$ cat src/rtl/rv_muldiv_if.sv
// rv_muldiv_if: request/result handshake bundle between execute stage and the mul/div unit
interface rv_muldiv_if #(parameter int XLEN = 32);
   logic            req_valid;
   logic            req_ready;
   logic [2:0]      op;
   logic [XLEN-1:0] a;
   logic [XLEN-1:0] b;
   logic            res_valid;
   logic            res_ready;
   logic [XLEN-1:0] result;
   logic            busy;
   modport master (output req_valid, op, a, b, res_ready, input req_ready, res_valid, result, busy);
   modport slave  (input req_valid, op, a, b, res_ready, output req_ready, res_valid, result, busy);
endinterface

$ cat src/rtl/rv_muldiv_unit.sv
// rv_muldiv_unit: iterative RV32M multiply/divide unit (shift-add multiply, restoring divide)
module rv_muldiv_unit #(
   parameter int XLEN  = 32,
   parameter int CNT_W = 6
) (
   input logic         clk,
   input logic         rst_n,
   input logic         flush,
   rv_muldiv_if.slave  bus
);
   localparam logic [1:0] IDLE = 2'd0;
   localparam logic [1:0] CALC = 2'd1;
   localparam logic [1:0] FIX  = 2'd2;
   localparam logic [1:0] DONE = 2'd3;
   logic [1:0]        r_state;
   logic [CNT_W-1:0]  r_cnt;
   logic [2:0]        r_op;
   logic              r_neg;
   logic              r_fast;
   logic [2*XLEN-1:0] r_acc;
   logic [XLEN-1:0]   r_x;
   logic [XLEN-1:0]   r_rem;
   logic [XLEN-1:0]   r_result;
   logic              w_sa, w_sb, w_na, w_nb, w_neg, w_div0, w_ovf, w_fast, w_ge;
   logic [XLEN-1:0]   w_am, w_bm, w_fval, w_rem_n, w_sel;
   logic [XLEN:0]     w_sum, w_sh;
   logic [2*XLEN-1:0] w_src, w_fixd;
   // Operand magnitudes, result sign and special-case detection at the request port
   always_comb begin
      w_sa   = ~(bus.op[0] & (bus.op[1] | bus.op[2]));
      w_sb   = bus.op[2] ? ~bus.op[0] : ~bus.op[1];
      w_na   = w_sa & bus.a[XLEN-1];
      w_nb   = w_sb & bus.b[XLEN-1];
      w_am   = w_na ? -bus.a : bus.a;
      w_bm   = w_nb ? -bus.b : bus.b;
      w_neg  = w_na ^ (w_nb & (bus.op != 3'b110));
      w_div0 = bus.op[2] & (bus.b == '0);
      w_ovf  = bus.op[2] & ~bus.op[0] & (bus.a == {1'b1, {(XLEN-1){1'b0}}}) & (bus.b == '1);
      w_fast = w_div0 | w_ovf;
      w_fval = w_div0 ? (bus.op[1] ? bus.a : '1) : (bus.op[1] ? '0 : {1'b1, {(XLEN-1){1'b0}}});
   end
   // One multiply step, one restoring-divide step, and the sign fix / word select
   always_comb begin
      w_sum   = {1'b0, r_acc[2*XLEN-1:XLEN]} + (r_acc[0] ? {1'b0, r_x} : '0);
      w_sh    = {r_rem, r_acc[XLEN-1]};
      w_ge    = w_sh >= {1'b0, r_x};
      w_rem_n = w_ge ? XLEN'(w_sh - {1'b0, r_x}) : w_sh[XLEN-1:0];
      w_src   = r_op[2] ? {{XLEN{1'b0}}, r_op[1] ? r_rem : r_acc[XLEN-1:0]} : r_acc;
      w_fixd  = r_neg ? -w_src : w_src;
      w_sel   = (r_op[2] | (r_op[1:0] == 2'b00)) ? w_fixd[XLEN-1:0] : w_fixd[2*XLEN-1:XLEN];
   end
   // Control FSM and datapath registers; flush beats result handshake beats accept
   always_ff @(posedge clk or negedge rst_n) begin
      if (!rst_n) begin
         r_state  <= IDLE;
         r_cnt    <= '0;
         r_op     <= '0;
         r_neg    <= 1'b0;
         r_fast   <= 1'b0;
         r_acc    <= '0;
         r_x      <= '0;
         r_rem    <= '0;
         r_result <= '0;
      end else if (flush) begin
         r_state <= IDLE;
      end else begin
         case (r_state)
            IDLE: if (bus.req_valid) begin
               r_op     <= bus.op;
               r_neg    <= w_neg;
               r_fast   <= w_fast;
               r_cnt    <= '0;
               r_x      <= bus.op[2] ? w_bm : w_am;
               r_acc    <= {{XLEN{1'b0}}, bus.op[2] ? w_am : w_bm};
               r_rem    <= '0;
               r_result <= w_fast ? w_fval : r_result;
               r_state  <= w_fast ? FIX : CALC;
            end
            CALC: begin
               r_acc   <= r_op[2] ? {r_acc[2*XLEN-1:XLEN], r_acc[XLEN-2:0], w_ge} : {w_sum, r_acc[XLEN-1:1]};
               r_rem   <= r_op[2] ? w_rem_n : r_rem;
               r_cnt   <= (r_cnt == CNT_W'(XLEN-1)) ? '0 : r_cnt + 1'b1;
               r_state <= (r_cnt == CNT_W'(XLEN-1)) ? FIX : CALC;
            end
            FIX: begin
               r_result <= r_fast ? r_result : w_sel;
               r_state  <= DONE;
            end
            DONE: if (bus.res_ready) r_state <= IDLE;
         endcase
      end
   end
   assign bus.req_ready = (r_state == IDLE);
   assign bus.res_valid = (r_state == DONE);
   assign bus.busy      = (r_state != IDLE);
   assign bus.result    = r_result;
endmodule

$ cat src/flat_wrapper.sv
// flat-port wrapper written by rule: the top's interface ports become plain ports
module rv_muldiv_unit_flat 
#(
   parameter int XLEN  = 32,
   parameter int CNT_W = 6
)
  (clk, rst_n, flush, bus_req_valid, bus_op, bus_a, bus_b, bus_res_ready, bus_req_ready, bus_res_valid, bus_result, bus_busy);
  rv_muldiv_if #(.XLEN(XLEN)) bus_i ();
  input logic clk;
  input logic rst_n;
  input logic flush;
  input wire logic [$bits(bus_i.req_valid)-1:0] bus_req_valid;
  input wire logic [$bits(bus_i.op)-1:0] bus_op;
  input wire logic [$bits(bus_i.a)-1:0] bus_a;
  input wire logic [$bits(bus_i.b)-1:0] bus_b;
  input wire logic [$bits(bus_i.res_ready)-1:0] bus_res_ready;
  output wire logic [$bits(bus_i.req_ready)-1:0] bus_req_ready;
  output wire logic [$bits(bus_i.res_valid)-1:0] bus_res_valid;
  output wire logic [$bits(bus_i.result)-1:0] bus_result;
  output wire logic [$bits(bus_i.busy)-1:0] bus_busy;
  assign bus_i.req_valid = bus_req_valid;
  assign bus_i.op = bus_op;
  assign bus_i.a = bus_a;
  assign bus_i.b = bus_b;
  assign bus_i.res_ready = bus_res_ready;
  assign bus_req_ready = bus_i.req_ready;
  assign bus_res_valid = bus_i.res_valid;
  assign bus_result = bus_i.result;
  assign bus_busy = bus_i.busy;
  rv_muldiv_unit #(.XLEN(XLEN), .CNT_W(CNT_W)) u_core (.clk(clk), .rst_n(rst_n), .flush(flush), .bus(bus_i));
endmodule
$ cat config.mk
export PLATFORM = sky130hd
export DESIGN_NAME = rv_muldiv_unit_flat
export DESIGN_NICKNAME = d
export VERILOG_FILES = /design/src/rtl/rv_muldiv_if.sv /design/src/rtl/rv_muldiv_unit.sv /design/src/flat_wrapper.sv
export SDC_FILE = /design/constraint.sdc
export NUM_CORES = 1
export LEC_CHECK = 0
export BUFFER_PORTS_ARGS = -buffer_cell sky130_fd_sc_hd__buf_2
export CAP_MARGIN = 20
export CELL_PAD_IN_SITES_DETAIL_PLACEMENT = 1
export CELL_PAD_IN_SITES_GLOBAL_PLACEMENT = 1
export CORE_UTILIZATION = 47
export CTS_CLUSTER_SIZE = 12
export DETAILED_ROUTE_END_ITERATION = 6
export PLACE_DENSITY_LB_ADDON = 0.1
export SYNTH_ARGS = -nofsm -noshare
export SYNTH_HDL_FRONTEND = slang
export SYNTH_SLANG_ARGS = --single-unit
$ cat constraint.sdc
create_clock -name clk -period 3.9 [get_ports clk]
set_clock_uncertainty 0.1 [all_clocks]
set_input_delay 0.195 -clock clk [delete_from_list [all_inputs] [get_ports clk]]
set_output_delay 0.195 -clock clk [all_outputs]
set_load 0.01 [all_outputs]
==> impl_metrics.toml, run 1 <==
[status]
status = "finished clean"

[floorplan]
ios = 107
core_area_um2 = 33500
die_h_um = 186
start_util_pct = 47.7
die_x_um = 186
rows = 67
dieArea_um2 = 34800

[detailed_routing]
drt_first_pass_iters = 7
vias_per_cell = 6.37
drt_iter0_drc = 1384
drc_errors = 0
ant_nets = 0
wl_met2_um = 31500
top_layer = "met5"
routed_wl_um = 68500
met3_length_um = 3830
wl_met1_um = 29600
routedWlPerCell_um = 26.2
num_vias = 16700

[sta]
hold_violations = 0
worst-slew-pin-transition_ps = 1080
fin_setup_tns_ps = 0
maxSlewViolCount = 0
fmax_ghz = 0.265
setup_viol = 0
rsz0062_at_grt = "false"
period_share_pct = 96.8
min_period_ps = 3780
max_slew_margin_pct = 27.5

[logic_synthesis]
synth_seq_cells = 173
synthMuxAreaShare_pct = 6.03
syn_area_per_cell_um2 = 7.73
synth_area_leaders = "dfrtp_1 27%, o21ai_0 7.3%, nand2_1 6.1%"
synthXorXnorAreaFrac_pct = 9.09
synth_cells = 2070
synth_top_family_by_area = "compound AO/OA/AOI/OAI gates"
synth_edf_count = 0
yosysTopAreaCell = "dfrtp_1"
syn_area_um2 = 16000
synth_top_area_share_pct = 27.1
synth_adder_area_share_pct = 5.65
synth_simple_gate_area_share_pct = 21.0
yosysUniqueCellTypes = 87
synthFlopType = "dfrtp_1"
synth_compound_area_share_pct = 26.3
ys_seq_area_share_pct = 27.1
synth_warnings = 0
ys_async_sr_fraction_pct = 100
syn_nets = 2213

[pwr]
p_leak_uw = 0.00776
vdd_drop_max_mv = 0.361
p_per_area_nw_per_um2 = 422

[critical_path]
end_kind = "flop"
critPathLaunchType = "flop"
crit_chain = "ha_1 > and3_1 > a31o_2 > a211o_1 > nor3_1 > nor2_1 > a31oi_1 > a21oi_4 > buf_4 > mux2_2 > a221o_1"
crit_type = "reg -> reg"
cp.required_ps = 4160
critPathArrivalTime_ps = 4030
max_stage_delay_ps = 500
cp_slowest_cell = "dfrtp_1"
worstPathMaxFanout = 8

[clock_tree]
clk_path_buf_depth = 2
cts_tree = "yes"
h-tree-depth = 4
cts_root_buf = "clkbuf_16"
path_clk_slew_ps = 80
cts.sink_count = 173
clk_latency_ps = 470
cts_made_buffers = 17

[global_routing]
grt_pass1_vias = 16800
grtUsageTotal_pct = 39.4
grt_max_degree = 81
gr-total-overflow = 0
grt_pass1_wl_um = 104000
antenna_found_initial = 4

[placement]
dpl_cell_area_um2 = 17200
io_buffers = 106
gp_congestion = 1.02
hpwl_um = 53100

[cells_and_area]
fill_cells = 4205
most-common-layout-cells = "260 x nand2_1, 232 x o21ai_0, 170 x dfrtp_1"
multiInputGateArea_um2 = 10900
seq_area_um2 = 4340
fin_nets = 2298
final_area_um2 = 17900
final_common_cell = "nand2_1"
syn2layout_area_growth_pct = 12.1
drive_gt1_share_pct = 12.6

[flow_run]
drv_cap = 0

[min_path]
min_path_type = "in -> reg"
-- sequential cells by signal, indices dropped and copies added (netlist names) --
name,flops
u_core.bus.result,32
u_core.r_acc,64
u_core.r_cnt,6
u_core.r_fast,1
u_core.r_neg,1
u_core.r_op,3
u_core.r_rem,32
u_core.r_state,2
u_core.r_x,32
-- what timing repair did --
item	in CTS	in global routing
setup buffers	0	6
setup endpoints to repair	0	20
endpoints found under the hold margin	80	0
hold buffers	3	0
gates resized for setup	0	4
-- report_power, final --
group	switching (µW)	internal (µW)
Clock	825	984
Combinational	2140	1180
Sequential	405	2030
-- cell type report --
cell class                      instances  share of cell area, %
Tap cell                              448                   3.13
Multi-Input combinational cell       1708                   61.0
Inverter                               65                   1.36
Timing Repair Buffer                  190                   6.95
Sequential cell                       173                   24.2
Clock inverter                         12                  0.754
Clock buffer                           20                   2.55
Antenna cell                            3                 0.0419
-- final timing paths --
path / from / to / slack [ps] / cells past startpoint
min in group asynchronous: rst_n / u_core.r_acc[52]$_DFFE_PN0P_ / 290 / 2
max in group asynchronous: rst_n / u_core.r_op[2]$_DFFE_PN0P_ / 2480 / 3
setup / recovery: u_core.r_rem[19]$_DFFE_PN0P_ / u_core.r_acc[0]$_DFFE_PN0P_ / 120 / 11
hold / removal: bus_a[23] / u_core.bus.result[23]$_DFFE_PN0P_ / 5 / 3
hold reg to reg: u_core.bus.result[30]$_DFFE_PN0P_ / u_core.bus.result[30]$_DFFE_PN0P_ / 380 / 2
setup reg to reg: u_core.r_rem[19]$_DFFE_PN0P_ / u_core.r_acc[0]$_DFFE_PN0P_ / 120 / 11
-- synth_stat cells (22+ instances only) --
cell type,instances
a211oi_1,31
a21o_1,35
a21oi_1,169
and2_1,44
clkbuf_1,90
dfrtp_1,173
ha_1,69
inv_1,65
mux2i_1,81
nand2_1,260
nand3_1,26
nor2_1,170
nor3_1,56
o211ai_1,22
o21ai_0,234
o21ai_1,23
o31ai_1,22
xnor2_1,106
xor2_1,60
-- metrics by stage --
step	total power [µW]	hold slack [ps]	instances	util, %	worst slack (ps)
after CTS	7470	2.29	2609	53.2	119
after global routing	7890	34.8	2616	53.4	55.7
after detailed placement	5650	205	2574	51.3	199
final	7560	4.73	2619	53.4	125
after global placement	5550	207	2574	51.3	275
after floorplan	4380	-201	2070	-	349
-- cells by family after synthesis --
logic type	count (synthesis)
and+or+nand+nor	698
AOI/OAI and AO/OA	679
buffers and inverters	189
DFF	173
xor gates and xnor gates	166
muxes	94
adders and majority gates	71
-- critical path: cells and delay by family (launching register included) --
family          cells  cell delay [ps]
fa+ha+maj           1              470
flops               1              500
simple gates        3              700
buf+inv             1              180
compound gates      5             1450
mux                 1              250
-- layer usage --
metal / vias to the layer above / track usage [%]
li1: 7624 / -
met1: 8374 / 51.6
met2: 555 / 63.7
met3: 132 / 6.21
met4: 2 / 18.4
met5: - / 0
Note: power is estimated with default switching activity, not from simulation.
==> inputs of run 2 (changes only) <==
Settings changed: CORE_MARGIN set to 2.
==> run 2 against run 1 <==
Routed wire length is 1.2% lower; critical path depth did not move; global-route usage fell by 1.2 points; via count decreased by 0.67%; die area rose by 2.2%; clock power barely moved; sequential cell count unchanged; first-iteration DRC count fell by 5.7%; worst hold slack is essentially flat; count of clock-buffer cells in the layout decreased by 2; core utilization fell by 0.27 points; critical path type unchanged.
==> impl_metrics.toml, run 2 (same netlist as run 1, synthesis figures left out) <==
[status]
status = "finished clean"

[detailed_routing]
routed_wl_um = 67700
drt_iter0_drc = 1305
vias_per_cell = 6.35
num_vias = 16600
ant_nets = 0
drt_first_pass_iters = 6
routedWlPerCell_um = 25.9
drc_errors = 0

[critical_path]
cp.required_ps = 4140
critPathLaunchType = "flop"
max_stage_delay_ps = 540
worstPathMaxFanout = 15
critical_path_buf_inv_count = 0
cpMostUsedCell = "o21ai_0"
crit_family = "compound AO/OA/AOI/OAI gates"
ff2ff_path_depth = 11
crit_type = "reg -> reg"
critical_path_depth = 11
end_kind = "flop"
cp_slowest_cell = "dfrtp_2"
critPathArrivalTime_ps = 3990
crit_chain = "and2_1 > ha_1 > a2111oi_0 > o21ai_0 > a31oi_1 > nand2_1 > a32o_1 > o41ai_1 > o21ai_0 > xnor2_1 > o21ai_0"

[cells_and_area]
largest_reg_flops = 64
regMostFlops = "u_core.r_acc"
final_common_cell = "nand2_1"
fin_nets = 2294
most-common-layout-cells = "260 x nand2_1, 232 x o21ai_0, 170 x dfrtp_1"
drive_gt1_share_pct = 12.3
syn2layout_area_growth_pct = 11.5
fill_cells = 4215
seq_area_um2 = 4340
multiInputGateArea_um2 = 10900

[clock_tree]
cts_root_buf = "clkbuf_16"
path_clk_slew_ps = 70
clk_path_buf_depth = 2
h-tree-depth = 4
cts.sink_count = 173
cts_made_buffers = 17
cts_tree = "yes"
clk_latency_ps = 470

[pwr]
power_frac_comb_pct = 43.5
p_sw_uw = 3350
vdd_drop_max_mv = 0.377
p_leak_uw = 0.00770
p_clk_share_pct = 23.8
seq_power_share_pct = 32.7
p_per_area_nw_per_um2 = 420
swShare_pct = 44.7
intPower_uw = 4150

[min_path]
whs_path_depth = 3
min_path_type = "in -> reg"

[sta]
fin_setup_tns_ps = 0
worst-slew-pin-transition_ps = 970
max_slew_margin_pct = 35.2
hold_violations = 0
rsz0062_at_grt = "false"
setup_viol = 0
min_period_ps = 3750
fin_ws_ps = 153
fmax_ghz = 0.267
maxSlewViolCount = 0
period_share_pct = 96.1

[floorplan]
dieArea_um2 = 35500
core_area_um2 = 33500
ios = 107
die_x_um = 188
start_util_pct = 47.7
rows = 67
die_h_um = 188

[placement]
post-place-ws_ps = 226
hpwl_um = 53400
io_buffers = 106
gp_congestion = 1.04

[global_routing]
grt_pass1_vias = 16700
antenna_found_initial = 2
grt_pass1_wl_um = 102000
grt_max_degree = 79
grtUsageTotal_pct = 38.2
gr-total-overflow = 0

[flow_run]
drv_cap = 0
## run 2: metrics by stage
step	instances	area (µm²)	hold WS [ps]	utilization (%)	total power [µW]
2_1_floorplan	2070	16000	-201	-	4380
4_1_cts	2610	17800	1.89	53.1	7410
3_5_place_dp	2574	17200	194	51.3	5620
5_1_grt	2611	17800	18.4	53.2	7850
3_3_place_gp	2574	17200	184	51.3	5530
6_report	2612	17800	4.73	53.2	7490
## run 2: layout make-up
cell class	count	share of cell area (%)
multi-input cells	1708	61.3
diodes	1	0.0140
clock buffers	18	2.41
inverters	65	1.37
flip-flops and latches	173	24.3
well taps	448	3.14
clock inverters	13	0.793
repair buffers	186	6.70
## run 2: layer usage
metal	vias to the layer above	GRT usage (%)	wire (µm)
li1	7623	-	-
met3	115	6.72	4620
met5	-	0	0
met4	0	18.9	3640
met1	8296	49.5	28300
met2	541	61.5	31200
## run 2: what timing repair did
item                                    CTS  global route
resized for setup                         0             1
endpoints found under the setup margin    0             3
hold endpoints to repair                 80             0
hold buffers                              5             0
buffers inserted                          0             0
## run 2: final timing paths
kind / start / to / slack [ps]
setup / recovery: u_core.r_acc[0]$_DFFE_PN0P_ / u_core.r_acc[56]$_DFFE_PN0P_ / 150
hold / removal: bus_a[7] / u_core.bus.result[7]$_DFFE_PN0P_ / 5
setup reg to reg: u_core.r_acc[0]$_DFFE_PN0P_ / u_core.r_acc[56]$_DFFE_PN0P_ / 150
hold reg to reg: u_core.r_fast$_DFFE_PN0P_ / u_core.r_fast$_DFFE_PN0P_ / 410
max in group asynchronous: rst_n / u_core.r_op[2]$_DFFE_PN0P_ / 2540
min in group asynchronous: rst_n / u_core.r_acc[50]$_DFFE_PN0P_ / 250
## run 2: power groups by stage
stage	Sequential, µW	Clock [µW]	Combinational (µW)
3_3_place_gp	2460	0	3080
3_5_place_dp	2470	0	3150
6_report	2450	1780	3260
2_1_floorplan	2260	0	2110
5_1_grt	2470	1850	3530
4_1_cts	2430	1800	3180
## run 2: worst register-to-register path: cells and delay by family, from the launching register on
family,cells,cell delay [ps]
simple gates,2,340
fa+ha+maj,1,350
compound gates,7,2120
xor+xnor,1,160
flops,1,540
